<file path="config.mk">
export PLATFORM = sky130hd
export DESIGN_NAME = hamming_secded_decoder
export DESIGN_NICKNAME = d
export VERILOG_FILES = /design/src/rtl/hamming_secded_decoder.sv
export SDC_FILE = /design/constraint.sdc
export NUM_CORES = 1
export LEC_CHECK = 0
export CORE_MARGIN = 8
export CORE_UTILIZATION = 51
export DETAILED_ROUTE_END_ITERATION = 8
export PLACE_DENSITY = 0.82
export SETUP_SLACK_MARGIN = 0.5
export SKIP_LAST_GASP = 1
export SYNTH_ARGS = -nofsm -noshare
export SYNTH_HDL_FRONTEND = slang
export SYNTH_SLANG_ARGS = --single-unit
</file>
<file path="constraint.sdc">
create_clock -name sys_clk -period 2.3 [get_ports sys_clk]
set_input_delay 0.23 -clock sys_clk [delete_from_list [all_inputs] [get_ports sys_clk]]
set_output_delay 0.23 -clock sys_clk [all_outputs]
set_load 0.05 [all_outputs]
</file>
<file path="src/rtl/hamming_secded_decoder.sv">
// Parametrised SECDED Hamming decoder: two-stage valid/ready pipeline with
// optional single-bit correction and saturating error counters.
module hamming_secded_decoder #(
    parameter int unsigned DW    = 8,
    parameter int unsigned CNT_W = 16,
    localparam int unsigned P    = (DW <= 8) ? 4 : (DW <= 16) ? 5 : (DW <= 32) ? 6 : 7,
    localparam int unsigned CW   = DW + P + 1
) (
    input  logic             sys_clk,
    input  logic             rstn,
    input  logic             in_valid,
    output logic             in_ready,
    input  logic [CW-1:0]    in_code,
    input  logic             correct_en,
    output logic             out_valid,
    input  logic             out_ready,
    output logic [DW-1:0]    out_data,
    output logic [P-1:0]     out_syndrome,
    output logic             out_sec,
    output logic             out_ded,
    input  logic             cnt_clr,
    output logic [CNT_W-1:0] corr_cnt,
    output logic [CNT_W-1:0] uncorr_cnt
);

    localparam int unsigned NPOS = DW + P;

    logic          en;
    logic [P-1:0]  syn_c;
    logic          par_c;

    logic          s1_valid;
    logic [P-1:0]  s1_syn;
    logic          s1_par;
    logic [DW-1:0] s1_data;
    logic          s1_ce;

    logic          sec_c;
    logic          ded_c;
    logic [DW-1:0] data_c;

    // Both stages move together; a stalled result freezes the whole pipe.
    assign en       = !out_valid || out_ready;
    assign in_ready = en;

    // Syndrome: check bits plus the position number of every set data bit.
    always_comb begin
        int unsigned k;
        syn_c = in_code[P-1:0];
        par_c = ^in_code;
        k     = 0;
        for (int unsigned pos = 3; pos <= NPOS; pos++) begin
            if ((pos & (pos - 1)) != 0) begin
                if (in_code[P + k]) syn_c = syn_c ^ P'(pos);
                k = k + 1;
            end
        end
    end

    always_ff @(posedge sys_clk or negedge rstn) begin
        if (!rstn) begin
            s1_valid <= 1'b0;
            s1_syn   <= '0;
            s1_par   <= 1'b0;
            s1_data  <= '0;
            s1_ce    <= 1'b0;
        end else if (en) begin
            s1_valid <= in_valid;
            s1_syn   <= syn_c;
            s1_par   <= par_c;
            s1_data  <= in_code[P+DW-1:P];
            s1_ce    <= correct_en;
        end
    end

    // Classification; an odd-parity syndrome inside the codeword is a single error.
    always_comb begin
        int unsigned k;
        sec_c  = s1_par && (32'(s1_syn) <= NPOS);
        ded_c  = s1_par ? !sec_c : (s1_syn != '0);
        data_c = s1_data;
        k      = 0;
        for (int unsigned pos = 3; pos <= NPOS; pos++) begin
            if ((pos & (pos - 1)) != 0) begin
                if (sec_c && s1_ce && (32'(s1_syn) == pos)) data_c[k] = ~data_c[k];
                k = k + 1;
            end
        end
    end

    always_ff @(posedge sys_clk or negedge rstn) begin
        if (!rstn) begin
            out_valid    <= 1'b0;
            out_data     <= '0;
            out_syndrome <= '0;
            out_sec      <= 1'b0;
            out_ded      <= 1'b0;
        end else if (en) begin
            out_valid    <= s1_valid;
            out_data     <= data_c;
            out_syndrome <= s1_syn;
            out_sec      <= s1_valid && sec_c;
            out_ded      <= s1_valid && ded_c;
        end
    end

    // Saturating counters; clear has priority over a coincident increment.
    always_ff @(posedge sys_clk or negedge rstn) begin
        if (!rstn) begin
            corr_cnt   <= '0;
            uncorr_cnt <= '0;
        end else if (cnt_clr) begin
            corr_cnt   <= '0;
            uncorr_cnt <= '0;
        end else if (out_valid && out_ready) begin
            if (out_sec && (corr_cnt != '1))   corr_cnt   <= corr_cnt + CNT_W'(1);
            if (out_ded && (uncorr_cnt != '1)) uncorr_cnt <= uncorr_cnt + CNT_W'(1);
        end
    end

endmodule

</file>
Word-level counts from Yosys, hierarchy flattened
Cells that the tools add are included.

storage, ports and cells
  flip-flop bits (word level) = 62
  output and inout port bits = 48
  bits of input ports = 19

operators by class
  muxes and demuxes = 23
  reductions and logical operators = 25
  equal/unequal tests = 10
  $lt $le $gt $ge = 1
  add/sub/neg operators = 2
  bitwise operators = 16

operators by type and width
  operator                 number
  $mux W16                 6
  $add A16 B1 Y16 const B  2
  $ne A16 B16 Y1 const B   2
  $mux W4                  5
  $eq A4 B4 Y1 const B     4
  $logic_and A1 B1 Y1      15
  $reduce_xor A13 Y1       1
  $eq A4 B3 Y1 const B     3
  $mux W3                  4
  $not A2 Y2               6
  $mux W8                  1
  $not A1 Y1               8
  $mux W7                  1
  $mux W6                  1
  $not A3 Y3               2
  $reduce_bool A2 Y1       3
  $mux W5                  1
  $eq A4 B2 Y1 const B     1
  $le A4 B4 Y1 const B     1
  $mux W2                  2
  $reduce_and A2 Y1        2
  $reduce_bool A4 Y1       1
  $logic_not A1 Y1         2
  $mux W1                  2
  $logic_or A1 B1 Y1       1

Logic depth before layout (Yosys ltp)
  depth in word-level cells = 16
  depth in mapped cells = 8

Worst setup path after synthesis
OpenSTA, ideal clock, no wires.

  path type = reg-to-reg
  from = reg uncorr_cnt[0]
  to = reg uncorr_cnt[9]
  slack = 0.162 ns
  period minus slack after synthesis = 2.138 ns
  cell stages (with the launch flop) = 9
  arrival = 2.007 ns
  library setup time = 0.132 ns
  buffers on the path = 2
  path through = dfrtp_1 -> ha_1 -> and4_1 -> buf_6 -> and4_1 -> buf_4 -> a211oi_2 -> xnor2_1 -> nor2_1

between the ends
  longest elaborated chain between the ends = 4

ends and longest elaborated chain
  what                                                      RTL line  source
  start, declared                                           23        output logic [CNT_W-1:0] uncorr_cnt
  start signal, assigned                                    117       if (out_ded && (uncorr_cnt != '1)) uncorr_cnt <= uncorr_cnt + CNT_W'(1);
  $add A16 B1 Y16 / $ne A16 B16 Y1 (equally long branches)  117
  $mux W16 / $logic_and A1 B1 Y1 (equally long branches)    117
  $mux W16 / $reduce_bool A2 Y1 (equally long branches)     --
  $mux W16 / $reduce_and A2 Y1 (equally long branches)      --

Several ways; a longest one is shown, not always the timed one. The select of a mux whose other input is x is not followed.
A chain may end at the register's enable or synchronous reset.

Worst setup path after layout
  from = reg corr_cnt[14]
  to = out corr_cnt[14]

RTL lines
  what                    RTL line  source
  start, declared         22        output logic [CNT_W-1:0] corr_cnt,
  start signal, assigned  116       if (out_sec && (corr_cnt != '1)) corr_cnt <= corr_cnt + CNT_W'(1);

No word-level cell between the ends.

==> summary.md <==
The latest clock arrival within the worst-skew pair is 0.34 ns. In the routed layout, each cell is associated on average with a via count of 5.36. For the clock buffer count from CTS, the log shows 9.

The cell count of the worst reg-to-reg path is 6. The finished layout holds 491 standard cells, fillers aside. The synthesized netlist occupies a cell area of 3280 sq um. The slack of the worst reg-to-reg path came out at 0.55 ns. At the worst endpoint, the required time is 2.07 ns. The run gives 52.2% as the effective utilization at floorplan. For this design, the slowest cell found on the critical path is sky130_fd_sc_hd__clkdlybuf4s50_1. The tool flagged a number of max-cap violations equal to 0. The routed design could run at a clock period as short as 1.76 ns.

The tools report the detailed-route DRC error count as 0. The tools report the overflow left after global routing as 0. In this run the remaining antenna-violating nets after routing total 0.

After synthesis, the share of cell area in mux cells is 0.611%. The run gives 2580 as the via count of the first global-routing pass. Ranked by total cell area, the synthesized netlist is headed by sky130_fd_sc_hd__dfrtp_1 (47%), sky130_fd_sc_hd__xnor2_1 (9.9%), sky130_fd_sc_hd__nand2_1 (7.8%).

The tools report the endpoint class of the critical path as a primary output. The number of nets in the synthesized netlist is 360. The global placement routability congestion is 0.819.

The worst register-to-register path ends at uncorr_cnt[11]. The width of the die is 96.2 um. TritonCTS built the clock tree.

The tools report the total number of nets in the final design as 431. The die covers 9250 sq um. For the buffer depth of the longest clock path, the log shows 2.

Number of buffer and inverter stages on the critical path: 1. The signal on the critical path passes through clkdlybuf4s50_1. For the fraction of the yosys area taken by sequential cells, the log shows 47.3%. Of the total synthesized cell area, the portion taken by XOR and XNOR cells is 15.4%. The flip-flop and latch count after synthesis was 62. Setup repair after global routing could not meet its margin everywhere. Tracing the worst setup path back leads to its startpoint at corr_cnt[14]. The worst slew slack as a fraction of its limit was 60.3%. The delay of the slowest critical-path stage came out at 0.81 ns. For this run, the top clock speed supported by timing is 567 MHz. During synthesis, Yosys emitted a total of 0 warnings. The gate count of the mapped netlist is 339. The combinational family with the most area after synthesis is simple AND/OR/NAND/NOR gates. The boundary pin count is 67, and the synthesized area per cell is 9.67 sq um.

The element type at the critical path start was a flip-flop. Clock tree synthesis found a total of 62 sinks. The core region is 6280 sq um. The tools report the total via count in the routed design as 2634. The signed area change from the synthesized netlist to the final layout was 31.9%; the transition time of the tightest slew-check pin was 0.595 ns. Buffers placed on the I/O ports in this run total 66. The kind of critical path was reg2out.

The vertical die dimension is 96.2 um. Complex-gate fraction of the synthesized area: 9.96%. At the worst endpoint, the arrival time is 1.53 ns.

In the global route stage, overall resource usage came out at 16.9%. The sum of negative setup slack is 0 ns. The iteration count of the initial detailed-routing pass came out at 5. The count of pins over their slew limit was 0.

The biggest area consumer among synthesized cells was sky130_fd_sc_hd__dfrtp_1. Launch instance of the worst register-to-register path: uncorr_cnt[0]. The number of antenna cells inserted was 0; the number of levels the H-tree was split into was 3.

Cells with a size suffix above 1 make up 15.9% of the layout. The tools report the total wire length after detailed routing as 7320 um. OpenSTA, run right after detailed placement, puts the worst setup slack at 0.245 ns. For the half-perimeter wire length after placement, the log shows 5330 um. Proportion of netlist area held by the largest area contributor: 47.3%. Of the available clock period, the critical path in the final layout requires 76.7%. The logs give 78 for the violation count after the first detailed-route iteration and 0 for the hold violation total from the final report. Wire length per cell: 14.9 um. For the number of antenna violations at the first check in global routing, the log shows 0.

Of all nets on the critical path, the largest fanout is 4. Clock-pin slew was measured on the worst setup and hold paths at 0.07 ns. The run finished with clean final reports. Synthesized-area fraction occupied by and/or/nand/nor cells: 23.2%. Clock skew on the completed layout was measured at 0.00641 ns. Summing the areas of all fa, ha and maj instances in the mapped netlist gives 0.763% of the synthesized area.

The floorplan has 29 rows. Cell at the root of the clock tree: sky130_fd_sc_hd__clkbuf_8. In this run the power density over the cells is 733 nW/um^2.

The first global-routing pass estimated 12300 um of wire. The worst path setup slack after routing was 0.536 ns. Across the VDD grid, the largest voltage drop is 0.439 mV.

Entering global routing, the biggest net connects 40 pins. The number of different library cells used by synthesis comes to 37. Summed over all cells, the static leakage comes to 2.01 nW.

On the critical path the largest part of the delay comes from buffers and inverters. Setup violations remaining at the end of the flow were counted as 0. After filler insertion, the fill cell instance count of the layout stands at 486.

The tightest min-delay check is of the in2async type. In this run, placement finished with an instance count of 472.
final cells by class:
class / instances / area (sq um) / share of cell area (%)
clock buffers: 14 / 173 / 3.99
repair buffers: 76 / 758 / 17.5
clock inverters: 1 / 30.0 / 0.695
well taps: 77 / 96.3 / 2.23
multi-input cells: 259 / 1680 / 38.8
flip-flops and latches: 62 / 1580 / 36.6
inverters: 2 / 7.51 / 0.174
metrics by stage:
stage / area (sq um) / hold WS (ns) / power [W] / util [%]
6_report: 4320 / 0.432 / 0.00317 / 68.9
5_1_grt: 4320 / 0.447 / 0.00334 / 68.9
4_1_cts: 4260 / 0.418 / 0.00319 / 67.8
3_5_place_dp: 4070 / 0.271 / 0.00221 / 64.9
3_3_place_gp: 4070 / 0.263 / 0.00219 / 64.9
2_1_floorplan: 3330 / -0.0656 / 0.00191 / -
placed cells by master (no fill, tap or decap), types with 2 or more instances in the layout:
master	netlist	routed
sky130_fd_sc_hd__o21ai_0	16	15
sky130_fd_sc_hd__dlymetal6s2s_1	0	10
sky130_fd_sc_hd__dfrtp_1	62	40
sky130_fd_sc_hd__nand3_1	10	10
sky130_fd_sc_hd__nor2_1	41	40
sky130_fd_sc_hd__buf_4	1	7
sky130_fd_sc_hd__mux2i_1	2	2
sky130_fd_sc_hd__nand2_1	68	68
sky130_fd_sc_hd__a211oi_1	3	3
sky130_fd_sc_hd__clkdlybuf4s50_1	0	33
sky130_fd_sc_hd__a2111oi_4	3	3
sky130_fd_sc_hd__xnor2_1	37	37
sky130_fd_sc_hd__nor4_1	3	2
sky130_fd_sc_hd__nand4b_1	3	3
sky130_fd_sc_hd__buf_12	0	2
sky130_fd_sc_hd__dlygate4sd2_1	0	21
sky130_fd_sc_hd__clkbuf_1	11	2
sky130_fd_sc_hd__and2_1	2	2
sky130_fd_sc_hd__and4_4	1	2
sky130_fd_sc_hd__dfrtp_2	0	21
sky130_fd_sc_hd__a21oi_1	6	6
sky130_fd_sc_hd__and3_1	8	6
sky130_fd_sc_hd__a211oi_2	4	4
sky130_fd_sc_hd__nand2b_1	3	3
sky130_fd_sc_hd__clkbuf_8	0	12
sky130_fd_sc_hd__o211ai_1	4	4
sky130_fd_sc_hd__inv_1	2	2
sky130_fd_sc_hd__o2111ai_1	2	2
sky130_fd_sc_hd__and3_2	0	2
sky130_fd_sc_hd__and4_1	7	5
sky130_fd_sc_hd__nand4_1	6	6
sky130_fd_sc_hd__nor3_1	2	2
sky130_fd_sc_hd__xor2_1	18	18
power by group:
part | switching, W | internal (W)
sequential | 0.000135 | 0.00122
combinational | 0.000523 | 0.000308
clock | 0.000400 | 0.000585
total | 0.00106 | 0.00211
registers in the layout, indices dropped and copies added (netlist names):
| signal | count |
|---|---|
| s1_syn | 4 |
| corr_cnt | 16 |
| out_data | 8 |
| uncorr_cnt | 16 |
| s1_data | 8 |
| s1_ce | 1 |
| s1_valid | 1 |
| s1_par | 1 |
| out_sec | 1 |
| out_syndrome | 4 |
| out_valid | 1 |
| out_ded | 1 |
how the worst max path moves through the flow:
| stage | to | slack [ns] | cells after the start |
|---|---|---|---|
| after floorplan | uncorr_cnt[9] | 0.39 | 8 |
| after global placement | uncorr_cnt[15] | 0.32 | 6 |
| after detailed placement | uncorr_cnt[15] | 0.25 | 6 |
| after CTS | uncorr_cnt[15] | 0.50 | 1 |
| after global routing | uncorr_cnt[2] | 0.46 | 6 |
| final | corr_cnt[14] | 0.54 | 1 |
kinds of logic (layout without fill, tap and decap cells):
kind of cell	count (synthesis)	after routing
fa+ha+maj	2	2
simple gates	159	159
xor+xnor	56	56
mux	2	2
compound gates	40	40
buf+inv	18	93
flops	62	62
routing by layer:
layer	GRT usage, %	share of wire, %	vias to the layer above
met2	27.3	49	66
met3	5.54	6.8	8
met5	0	0	-
met4	4.74	0.96	0
met1	21.1	43	1262
li1	-	-	1298
Yosys cell counts, drive strengths merged:
cell     number
and2          2
ha            2
o211ai        4
a211oi        7
inv           2
nor3          2
or3           1
mux2i         2
a2111oi       3
and3          8
nor4          3
a21oi         6
nor2         41
and4          8
nor2b         1
xor2         18
o2111ai       2
nand4         8
a41oi         1
dfrtp        62
buf           5
nand4b        3
nand2b        3
nand2        68
o21ai        17
nand3        11
xnor2        37
xnor3         1
clkbuf       11
repair_timing:
item	CTS	global route
endpoints found under the hold margin	24	0
endpoints found under the setup margin	25	30
buffers inserted	0	3
hold buffers	1	0
pin swaps	0	7
resized for setup	22	17
No activity file was read; power rests on OpenSTA's default activity.
